==> src/rtl/sa_feed_if.sv <==
// sa_feed_if: control/enable bundle between a tile sequencer and its serializer bank.
interface sa_feed_if #(
  parameter int N_LANES = 32,
  parameter int CW      = 8
);
  logic               start;
  logic               busy;
  logic               done;
  logic [N_LANES-1:0] wr_en;
  logic [N_LANES-1:0] rd_en;
  logic [N_LANES-1:0] lane_valid;
  logic [CW-1:0]      step;
  logic [15:0]        tile_count;
  modport master (input start, output busy, done, wr_en, rd_en, lane_valid, step, tile_count);
  modport slave  (output start, input busy, done, wr_en, rd_en, lane_valid, step, tile_count);
endinterface

==> src/rtl/sa_feed_sequencer.sv <==
// sa_feed_sequencer: loads a serializer bank, releases lanes on a diagonal skew, drains, pulses done.
module sa_feed_sequencer #(
  parameter int N_LANES      = 32,
  parameter int LENGTH       = 32,
  parameter int DRAIN_CYCLES = 32,
  parameter int CW           = 8
) (
  input  logic        clk,
  input  logic        rst_n,
  sa_feed_if.master   bus
);
  localparam int DW = $clog2(DRAIN_CYCLES + 1);
  localparam logic [CW-1:0] T_LAST = CW'(LENGTH + N_LANES - 2);
  localparam logic [DW-1:0] D_LAST = DW'(DRAIN_CYCLES - 1);
  if (!((1 << CW) > LENGTH + N_LANES - 1)) $error("CW too small for LENGTH+N_LANES-1");
  if (DRAIN_CYCLES < 1) $error("DRAIN_CYCLES must be >= 1");
  typedef enum logic [2:0] {IDLE, LOAD, STREAM, DRAIN, DONE} state_t;
  state_t state, nxt;
  logic [CW-1:0] t;
  logic [DW-1:0] dc;
  logic [15:0]   tile_cnt;
  logic [N_LANES-1:0] win;
  always_ff @(posedge clk or negedge rst_n) begin
    if (!rst_n) begin
      state    <= IDLE;
      t        <= '0;
      dc       <= '0;
      tile_cnt <= '0;
    end else begin
      state    <= nxt;
      t        <= (state == STREAM && nxt == STREAM) ? t + 1'b1 : '0;
      dc       <= (state == DRAIN && nxt == DRAIN) ? dc + 1'b1 : '0;
      tile_cnt <= tile_cnt + 16'(state == DONE);
    end
  end
  always_comb begin
    nxt = state;
    case (state)
      IDLE:    nxt = bus.start ? LOAD : IDLE;
      LOAD:    nxt = STREAM;
      STREAM:  nxt = (t == T_LAST) ? DRAIN : STREAM;
      DRAIN:   nxt = (dc == D_LAST) ? DONE : DRAIN;
      DONE:    nxt = IDLE;
      default: nxt = IDLE;
    endcase
  end
  // lane i is live for t in [i, i+LENGTH)
  for (genvar i = 0; i < N_LANES; i++) begin : g_lane
    assign win[i] = (state == STREAM) && (t >= CW'(i)) && (t < CW'(i + LENGTH));
  end
  assign bus.busy       = (state != IDLE);
  assign bus.done       = (state == DONE);
  assign bus.wr_en      = {N_LANES{state == LOAD}};
  assign bus.rd_en      = win;
  assign bus.lane_valid = win;
  assign bus.step       = t;
  assign bus.tile_count = tile_cnt;
endmodule

==> src/flat_wrapper.sv <==
// flat-port wrapper written by rule: the top's interface ports become plain ports
module sa_feed_sequencer_flat 
#(
  parameter int N_LANES      = 32,
  parameter int LENGTH       = 32,
  parameter int DRAIN_CYCLES = 32,
  parameter int CW           = 8
)
  (clk, rst_n, bus_start, bus_busy, bus_done, bus_wr_en, bus_rd_en, bus_lane_valid, bus_step, bus_tile_count);
  sa_feed_if #(.N_LANES(N_LANES), .CW(CW)) bus_i ();
  input  logic clk;
  input  logic rst_n;
  input wire logic [$bits(bus_i.start)-1:0] bus_start;
  output wire logic [$bits(bus_i.busy)-1:0] bus_busy;
  output wire logic [$bits(bus_i.done)-1:0] bus_done;
  output wire logic [$bits(bus_i.wr_en)-1:0] bus_wr_en;
  output wire logic [$bits(bus_i.rd_en)-1:0] bus_rd_en;
  output wire logic [$bits(bus_i.lane_valid)-1:0] bus_lane_valid;
  output wire logic [$bits(bus_i.step)-1:0] bus_step;
  output wire logic [$bits(bus_i.tile_count)-1:0] bus_tile_count;
  assign bus_i.start = bus_start;
  assign bus_busy = bus_i.busy;
  assign bus_done = bus_i.done;
  assign bus_wr_en = bus_i.wr_en;
  assign bus_rd_en = bus_i.rd_en;
  assign bus_lane_valid = bus_i.lane_valid;
  assign bus_step = bus_i.step;
  assign bus_tile_count = bus_i.tile_count;
  sa_feed_sequencer #(.N_LANES(N_LANES), .LENGTH(LENGTH), .DRAIN_CYCLES(DRAIN_CYCLES), .CW(CW)) u_core (.clk(clk), .rst_n(rst_n), .bus(bus_i));
endmodule
==> config.mk <==
export PLATFORM = sky130hd
export DESIGN_NAME = sa_feed_sequencer_flat
export DESIGN_NICKNAME = d
export VERILOG_FILES = /design/src/rtl/sa_feed_if.sv /design/src/rtl/sa_feed_sequencer.sv /design/src/flat_wrapper.sv
export SDC_FILE = /design/constraint.sdc
export NUM_CORES = 1
export LEC_CHECK = 0
export ABC_CLOCK_PERIOD_IN_PS = 6400
export CORE_UTILIZATION = 36
export CTS_BUF_LIST = sky130_fd_sc_hd__clkbuf_16
export CTS_CLUSTER_DIAMETER = 30
export CTS_CLUSTER_SIZE = 30
export DETAILED_ROUTE_END_ITERATION = 10
export GPL_TIMING_DRIVEN = 0
export MAX_ROUTING_LAYER = met4
export PLACE_DENSITY = 0.71
export SLEW_MARGIN = 20
export SYNTH_ARGS = -nofsm -noshare
export SYNTH_HDL_FRONTEND = slang
export SYNTH_SLANG_ARGS = --single-unit
==> constraint.sdc <==
create_clock -name clk -period 6.4 [get_ports clk]
set_clock_uncertainty 0.05 [all_clocks]
set_input_delay 1.28 -clock clk [delete_from_list [all_inputs] [get_ports clk]]
set_output_delay 1.28 -clock clk [all_outputs]
set_load 0.02 [all_outputs]
==> metrics.md, run 1 <==
| Metric | Value |
|---|---|
| YS warnings | `0` |
| Syn_area_per_cell | `8.41 µm²` |
| Max transition margin | `72.4%` |
| Hold Path Class | `reg2reg` |
| Post-cts sizing count | `0` |
| Vias in the first global route | `around 2300` |
| Synth async-reset ratio | `between 90% and 100%` |
| H-Tree Depth | `2` |
| Area of the core | `7330 µm²` |
| Top FF cell, synth | `dfrtp_1` |
| Fin cells | `around 560` |
| Drt wl/cell | `12.4 µm` |
| Worst-Margin Slew | `between 0.4 and 0.5 ns` |
| TNS Setup | `0 ns` |
| Hold depth | `1` |
| Vias | `approximately 2600` |
| Number of max-cap violations | `0` |
| CP Cell Sequence | `inv_1 > ha_1 > nand2b_1 > a21o_1 > nand2_1 > a211oi_1 > buf_4 > clkdlybuf4s50_1` |
| Drt initial violations | `approximately 120` |
| DIE WIDTH | `~90 µm` |
| Layout area overhead | `57.0%` |
| Port bufs | `roughly 120` |
| VDD IR-drop max | `approximately 0.00018 V` |
| TritonCTS Buffers | `5` |
| Post-layout min period | `4.20 ns` |
| Layout Nets | `~470` |
| Net Sw Power | `between 80 and 90 µW` |
| Post-DP HPWL | `about 5400 µm` |
| Clk sinks | `33` |
| Sequential Area | `approximately 830 µm²` |
| First-pass GRT wire length | `around 11000 µm` |
| ANT cells | `0` |
| Critical-path maximum fanout | `9` |
| Initial antenna violation count | `0` |
| Combinational power share | `between 1 and 1.5%` |
| Final Max Tran Viols | `0` |
| Final setup violating endpoints | `0` |
| Crit path required time | `just over 5 ns` |
| Standard-cell row count | `31` |
| Seq pwr share | `a little over two fifths` |
| Net Sw Frac | `around 18%` |
| Drt pass-1 iters | `4` |
| PD cells | `111 nW/µm²` |
| Worst skew pair latency | `0.28 ns` |
| Worst EP arrival | `about 2.9 ns` |
| Distinct cells, synth | `45` |
| # DRC | `0` |
| Placer Congestion | `about 0.87` |
| Post-CTS Setup Bufs | `0` |
| Leak Pwr | `between 1.5 and 2 nW` |
| Initial Util | `37.5%` |
| CTS max path bufs | `2` |
| RSZ-0062 raised after global routing | `no` |
| Placed Area | `around 4200 µm²` |
| Drt total wl | `~7000 µm` |
| Synthesized netlist cell count | `327` |
| Worst r2r path cells | `7` |
| Cell with the largest stage delay on the worst path | `clkdlybuf4s50_1` |
| CTS tree | `yes` |
| Post-synth EDFFs | `0` |
| Layout cells sized above 1 | `a little over a fifth` |
| Final Instance Area | `around 4300 µm²` |
| Final Hold Fails | `0` |
| Startpoint class of the critical path | `flip-flop` |
| Detail Route Antenna Nets | `0` |
| Vias/cell | `roughly 4.6` |
| Synth Register Bits | `33` |
| Nature of the critical path endpoint | `primary output` |
| Status | `complete, no violations` |
| Hold_buf cts | `0` |
| Largest net degree at the start of global routing | `26` |
| Root Driver | `clkbuf_16` |
| Setup CP Type | `reg2out` |
| Crit path largest cell delay | `0.59 ns` |
| Synthesized Nets | `337` |
| Clock power frac | `between 50% and 60%` |
| I/O pins | `roughly 130` |
| Period utilization | `approximately two thirds` |
| Mapped Area | `roughly 2700 µm²` |
| Die Ht | `about 89 µm` |
| Die area | `7990 µm²` |
| Total grt overflow | `0` |
| Placed Cells | `roughly 550` |
| # fillers | `630` |
| Worst-path clk slew | `0.05 ns` |
| Area occupied by multi-input gates | `1320 µm²` |
| Sequential share of the synthesized area | `between 30% and 40%` |
| Peak Freq | `around 240 MHz` |
| Internal | `between 300 and 400 µW` |
| Tot GR Track Use | `18.3%` |
[final timing paths]
path	slack, ns	end	from
min in group asynchronous	0.81	u_core.bus.step[5]	rst_n
worst max register to register	4.44	u_core.bus.tile_count[8]	u_core.state[1]
worst min-delay path	0.41	u_core.dc[0]	u_core.dc[0]
worst max-delay path	2.20	bus_rd_en[21]	u_core.bus.step[0]
worst min register to register	0.41	u_core.dc[0]	u_core.dc[0]
max in group asynchronous	5.09	u_core.bus.tile_count[7]	rst_n
[per-layer routing]
metal / global-route usage, % / vias up / routed length (µm)
met5: - / - / 0
met4: 5.34 / 0 / 98
met3: 2.59 / 12 / 379
met2: 30.9 / 94 / 3410
met1: 22.8 / 1191 / 3090
li1: - / 1284 / -
[cell usage after synthesis, types with 4 or more instances]
cell type | n | area (µm²)
buf_4 | 67 | 503
nor2_1 | 43 | 161
dfrtp_1 | 33 | 826
xor2_1 | 25 | 219
xnor2_1 | 17 | 149
nand2_1 | 14 | 52.6
nand3_1 | 12 | 60.1
a21oi_1 | 11 | 55.1
buf_2 | 11 | 55.1
o21ai_0 | 11 | 55.1
inv_1 | 8 | 30.0
ha_1 | 7 | 87.6
and3_1 | 6 | 37.5
nand2b_1 | 6 | 37.5
nor3_1 | 6 | 30.0
and2_1 | 4 | 25.0
or2_1 | 4 | 25.0
[power groups by stage]
| stage | combinational [mW] | sequential, mW | clock (mW) |
|---|---|---|---|
| 4_1_cts | 0.00657 | 0.209 | 0.267 |
| 3_5_place_dp | 0.00652 | 0.212 | 0 |
| 5_1_grt | 0.00719 | 0.209 | 0.275 |
| 2_1_floorplan | 0.00000785 | 0.213 | 0 |
| 3_3_place_gp | 0.00533 | 0.212 | 0 |
| 6_report | 0.00626 | 0.209 | 0.262 |
[worst max-delay path: cells and delay by family (launching register included)]
| family | cells | cell delay [ns] |
|---|---|---|
| AND/OR/NAND/NOR | 2 | 0.29 |
| adder cells (fa/ha/maj) | 1 | 0.31 |
| buffers and inverters | 3 | 0.95 |
| flip-flops | 1 | 0.51 |
| AO/OA/AOI/OAI | 2 | 0.54 |
[layout by cell type (no fill, tap or decap), drive strengths merged, types with 2 or more instances in the layout]
master,instances
xor2,25
nor2b,2
or3,3
nor3,9
clkdlybuf4s50,123
a311oi,2
o21ai,13
a31oi,3
ha,7
nor4,2
nor2,43
buf,83
dfrtp,33
clkbuf,7
and2,4
nand3,12
a21oi,11
a211oi,4
nor3b,2
or2,4
nand4,3
nand4b,2
and3,7
nand2,15
nand2b,7
inv,9
xnor2,17
[cell families (layout without fill, tap and decap cells)]
logic type | after synthesis | after routing | share of synthesized area (%)
simple gates | 117 | 117 | 22.5
buf+inv | 89 | 224 | 22.1
xor+xnor | 42 | 42 | 13.4
compound gates | 39 | 39 | 8.74
flops | 33 | 33 | 30.0
fa+ha+maj | 7 | 7 | 3.19
[stage by stage]
stage               util [%]  power, mW  hold WS (ns)  setup slack [ns]
global placement        56.1      0.218         0.395              1.09
global route            58.9      0.491         0.432              2.03
detailed placement      56.6      0.219         0.404              2.52
floorplan                  -      0.213         0.383              1.99
CTS                     58.9      0.482         0.410              2.22
finish                  58.9      0.478         0.408              2.20
[layout make-up]
class,instances,share of cell area [%]
multi-input cells,205,30.6
clock inverters,3,0.870
repair buffers,127,29.5
flip-flops and latches,33,19.1
well taps,99,2.87
inverters,8,0.696
plain buffers,81,13.4
clock buffers,5,2.90
[state kept, by name (all words and copies together) (netlist names)]
register,cells
u_core.state,3
u_core.bus.step,8
u_core.bus.tile_count,16
u_core.dc,6
No activity file was read; power rests on OpenSTA's default activity.
==> inputs of run 2 (changes only) <==
--- a/config.mk
+++ b/config.mk
@@ -5,7 +5,7 @@
 export SDC_FILE = /design/constraint.sdc
 export NUM_CORES = 1
 export LEC_CHECK = 0
-export ABC_CLOCK_PERIOD_IN_PS = 6400
+export ABC_CLOCK_PERIOD_IN_PS = 4300
 export CORE_UTILIZATION = 36
 export CTS_BUF_LIST = sky130_fd_sc_hd__clkbuf_16
 export CTS_CLUSTER_DIAMETER = 30
==> constraint.sdc (replaced) <==
create_clock -name clk -period 4.3 [get_ports clk]
set_clock_uncertainty 0.05 [all_clocks]
set_input_delay 0.86 -clock clk [delete_from_list [all_inputs] [get_ports clk]]
set_output_delay 0.86 -clock clk [all_outputs]
set_load 0.02 [all_outputs]
==> results of run 2 <==
The final DEF is identical to that of run 1. Status: complete, no violations.
Among the figures that moved: setup slack after placement 2.52 ns -> 0.841 ns; setup slack after layout 2.20 ns -> 0.519 ns; hold slack 0.408 ns -> 0.387 ns; register-to-register setup slack 4.44 ns -> 2.34 ns; total power 0.478 mW -> 0.711 mW; worst IR drop on VDD 0.000185 V -> 0.000275 V
==> inputs of run 3 (changes only) <==
--- a/config.mk
+++ b/config.mk
@@ -6,6 +6,7 @@
 export NUM_CORES = 1
 export LEC_CHECK = 0
 export ABC_CLOCK_PERIOD_IN_PS = 4300
+export CORE_MARGIN = 5
 export CORE_UTILIZATION = 36
 export CTS_BUF_LIST = sky130_fd_sc_hd__clkbuf_16
 export CTS_CLUSTER_DIAMETER = 30
==> run 3 against run 2 <==
  * Via count grew 0.19%
  * Wire length grew 8.3%
  * Core utilization shrank 0.34 points
  * Hold slack lost 0.0031 ns
  * Non-clock buffer count unchanged
  * Die area grew 19%
  * Clock-buffer cell count stayed put
  * Critical path type unchanged
  * Clock power fell by 15%
  * Global-route usage is 2.2 points lower
==> metrics.md, run 3 (synthesis results as in run 1) <==
| Metric | Value |
|---|---|
| Setup CP Type | `reg2out` |
| Flop2flop setup slack | `2.34 ns` |
| Initial Util | `between 30% and 40%` |
| Vias | `2586` |
| CP Cell Sequence | `inv_1 > ha_1 > nand2b_1 > a21o_1 > nand2_1 > a211oi_1 > buf_4 > clkdlybuf4s50_1` |
| Util after Layout | `about three fifths` |
| Tot GR Track Use | `16.2%` |
| Largest net degree at the start of global routing | `26` |
| Placed Area | `roughly 4200 µm²` |
| Peak Freq | `between 200 and 300 MHz` |
| Number of max-cap violations | `0` |
| Port bufs | `~120` |
| Reg2reg end | `u_core.bus.tile_count[8]` |
| Final Max Tran Viols | `0` |
| Leak Pwr | `between 1.5 and 2 nW` |
| Worst skew pair latency | `between 0.2 and 0.3 ns` |
| Standard-cell row count | `31` |
| Critical-path maximum fanout | `9` |
| VDD IR-drop max | `0.000262 V` |
| H-Tree Depth | `2` |
| DIE WIDTH | `97.4 µm` |
| Post-DP HPWL | `5940 µm` |
| Area of the core | `7330 µm²` |
| TritonCTS Buffers | `5` |
| Crit path from | `u_core.bus.step[0]` |
| Layout cells sized above 1 | `21.9%` |
| Die Ht | `between 90 and 100 µm` |
| Drt initial violations | `97` |
| Detail Route Antenna Nets | `0` |
| Status | `complete, no violations` |
| Fin cells | `between 500 and 600` |
| Drt wl/cell | `13.5 µm` |
| Layout area overhead | `56.1%` |
| Nature of the critical path endpoint | `primary output` |
| Period utilization | `89.5%` |
| Largest register FFs | `16` |
| Die area | `between 9000 and 10000 µm²` |
| Final worst slack | `about 0.45 ns` |
| Reg-to-reg startpoint | `u_core.state[1]` |
| I/O pins | `roughly 130` |
| Drt total wl | `7570 µm` |
| Hold Path Class | `in2async` |
| Clk sinks | `33` |
| Commonest non-fill, non-tap cell in the layout | `clkdlybuf4s50_1` |
| RSZ-0062 raised after global routing | `no` |
| Worst-Margin Slew | `0.450 ns` |
| Commonest non-fill, non-tap cells in the layout | `clkdlybuf4s50_1, buf_4, nor2_1, dfrtp_1, xor2_1` |
| CTS max path bufs | `2` |
| Worst-path clk slew | `0.05 ns` |
| Placer Congestion | `approximately 0.94` |
| Worst EP arrival | `approximately 2.9 ns` |
| Pre-CTS setup slack | `0.782 ns` |
| Max transition margin | `~70%` |
| Vias in the first global route | `about 2500` |
| Crit path required time | `3.39 ns` |
| ANT cells | `0` |
| Hold_buf cts | `0` |
| Worst r2r path cells | `7` |
| Layout Nets | `471` |
| Cell with the largest stage delay on the worst path | `clkdlybuf4s50_1` |
| Final Power | `roughly 650 µW` |
| Critical Path End | `bus_rd_en[21]` |
| Post-CTS Setup Bufs | `0` |
| PD cells | `between 150 and 200 nW/µm²` |
| CTS tree | `yes` |
| Vias/cell | `4.61` |
| Drt pass-1 iters | `4` |
| Total grt overflow | `0` |
| Startpoint class of the critical path | `flip-flop` |
| Post-layout min period | `a little under 4 ns` |
| # DRC | `0` |
| Post-cts sizing count | `0` |
| Final Instance Area | `between 4000 and 5000 µm²` |
| Root Driver | `clkbuf_16` |
| Final setup violating endpoints | `0` |
| First-pass GRT wire length | `~13000 µm` |
| Crit path largest cell delay | `0.59 ns` |
| Final Hold Fails | `0` |
| Initial antenna violation count | `0` |
| Placed Cells | `553` |
run 3: cell types whose count changed in the layout (fill, tap and decap cells not counted):
cell       before  now
clkinv_2        0    1
clkinv_1        1    2
bufinv_16       1    0
inv_1           9    8
run 3: how the worst min path moves through the flow:
stage / start / to / cells after the start
finish: rst_n / u_core.dc[2] / 1
global route: rst_n / u_core.dc[2] / 1
CTS: rst_n / u_core.dc[2] / 1
detailed placement: u_core.dc[0] / u_core.dc[0] / 1
global placement: u_core.dc[0] / u_core.dc[0] / 1
floorplan: u_core.dc[0] / u_core.dc[0] / 1
run 3: power breakdown:
| part | switching, mW | internal [mW] | total [mW] |
|---|---|---|---|
| Clock | 0.123 | 0.209 | 0.332 |
| Combinational | 0.00621 | 0.00294 | 0.00916 |
| Sequential | 0 | 0.311 | 0.311 |
| Total | 0.130 | 0.523 | 0.652 |
run 3: worst max-delay path, delay by kind of cell (launching register included):
kind,cells,cell delay [ns]
compound gates,2,0.56
fa+ha+maj,1,0.31
flops,1,0.53
buf+inv,3,0.96
simple gates,2,0.29
run 3: layout make-up:
class / instances / area, µm²
plain buffers: 81 / 578
clock buffers: 5 / 125
clock inverters: 3 / 12.5
fillers: 662 / 3040
inverters: 8 / 30.0
multi-input cells: 205 / 1320
flip-flops and latches: 33 / 826
well taps: 99 / 124
repair buffers: 127 / 1270
run 3: routing by layer:
metal	vias to the layer above	track usage, %	routed length (µm)
met5	-	-	0
met4	0	5.01	136
met3	11	3.16	486
met2	100	28.6	3920
met1	1195	18.4	3020
li1	1280	-	-
run 3: metrics by stage:
stage          TNS, ns  hold slack (ns)
5_1_grt              0            0.393
4_1_cts              0            0.384
2_1_floorplan        0            0.383
3_5_place_dp         0            0.402
6_report             0            0.384
3_3_place_gp    -12.73            0.395
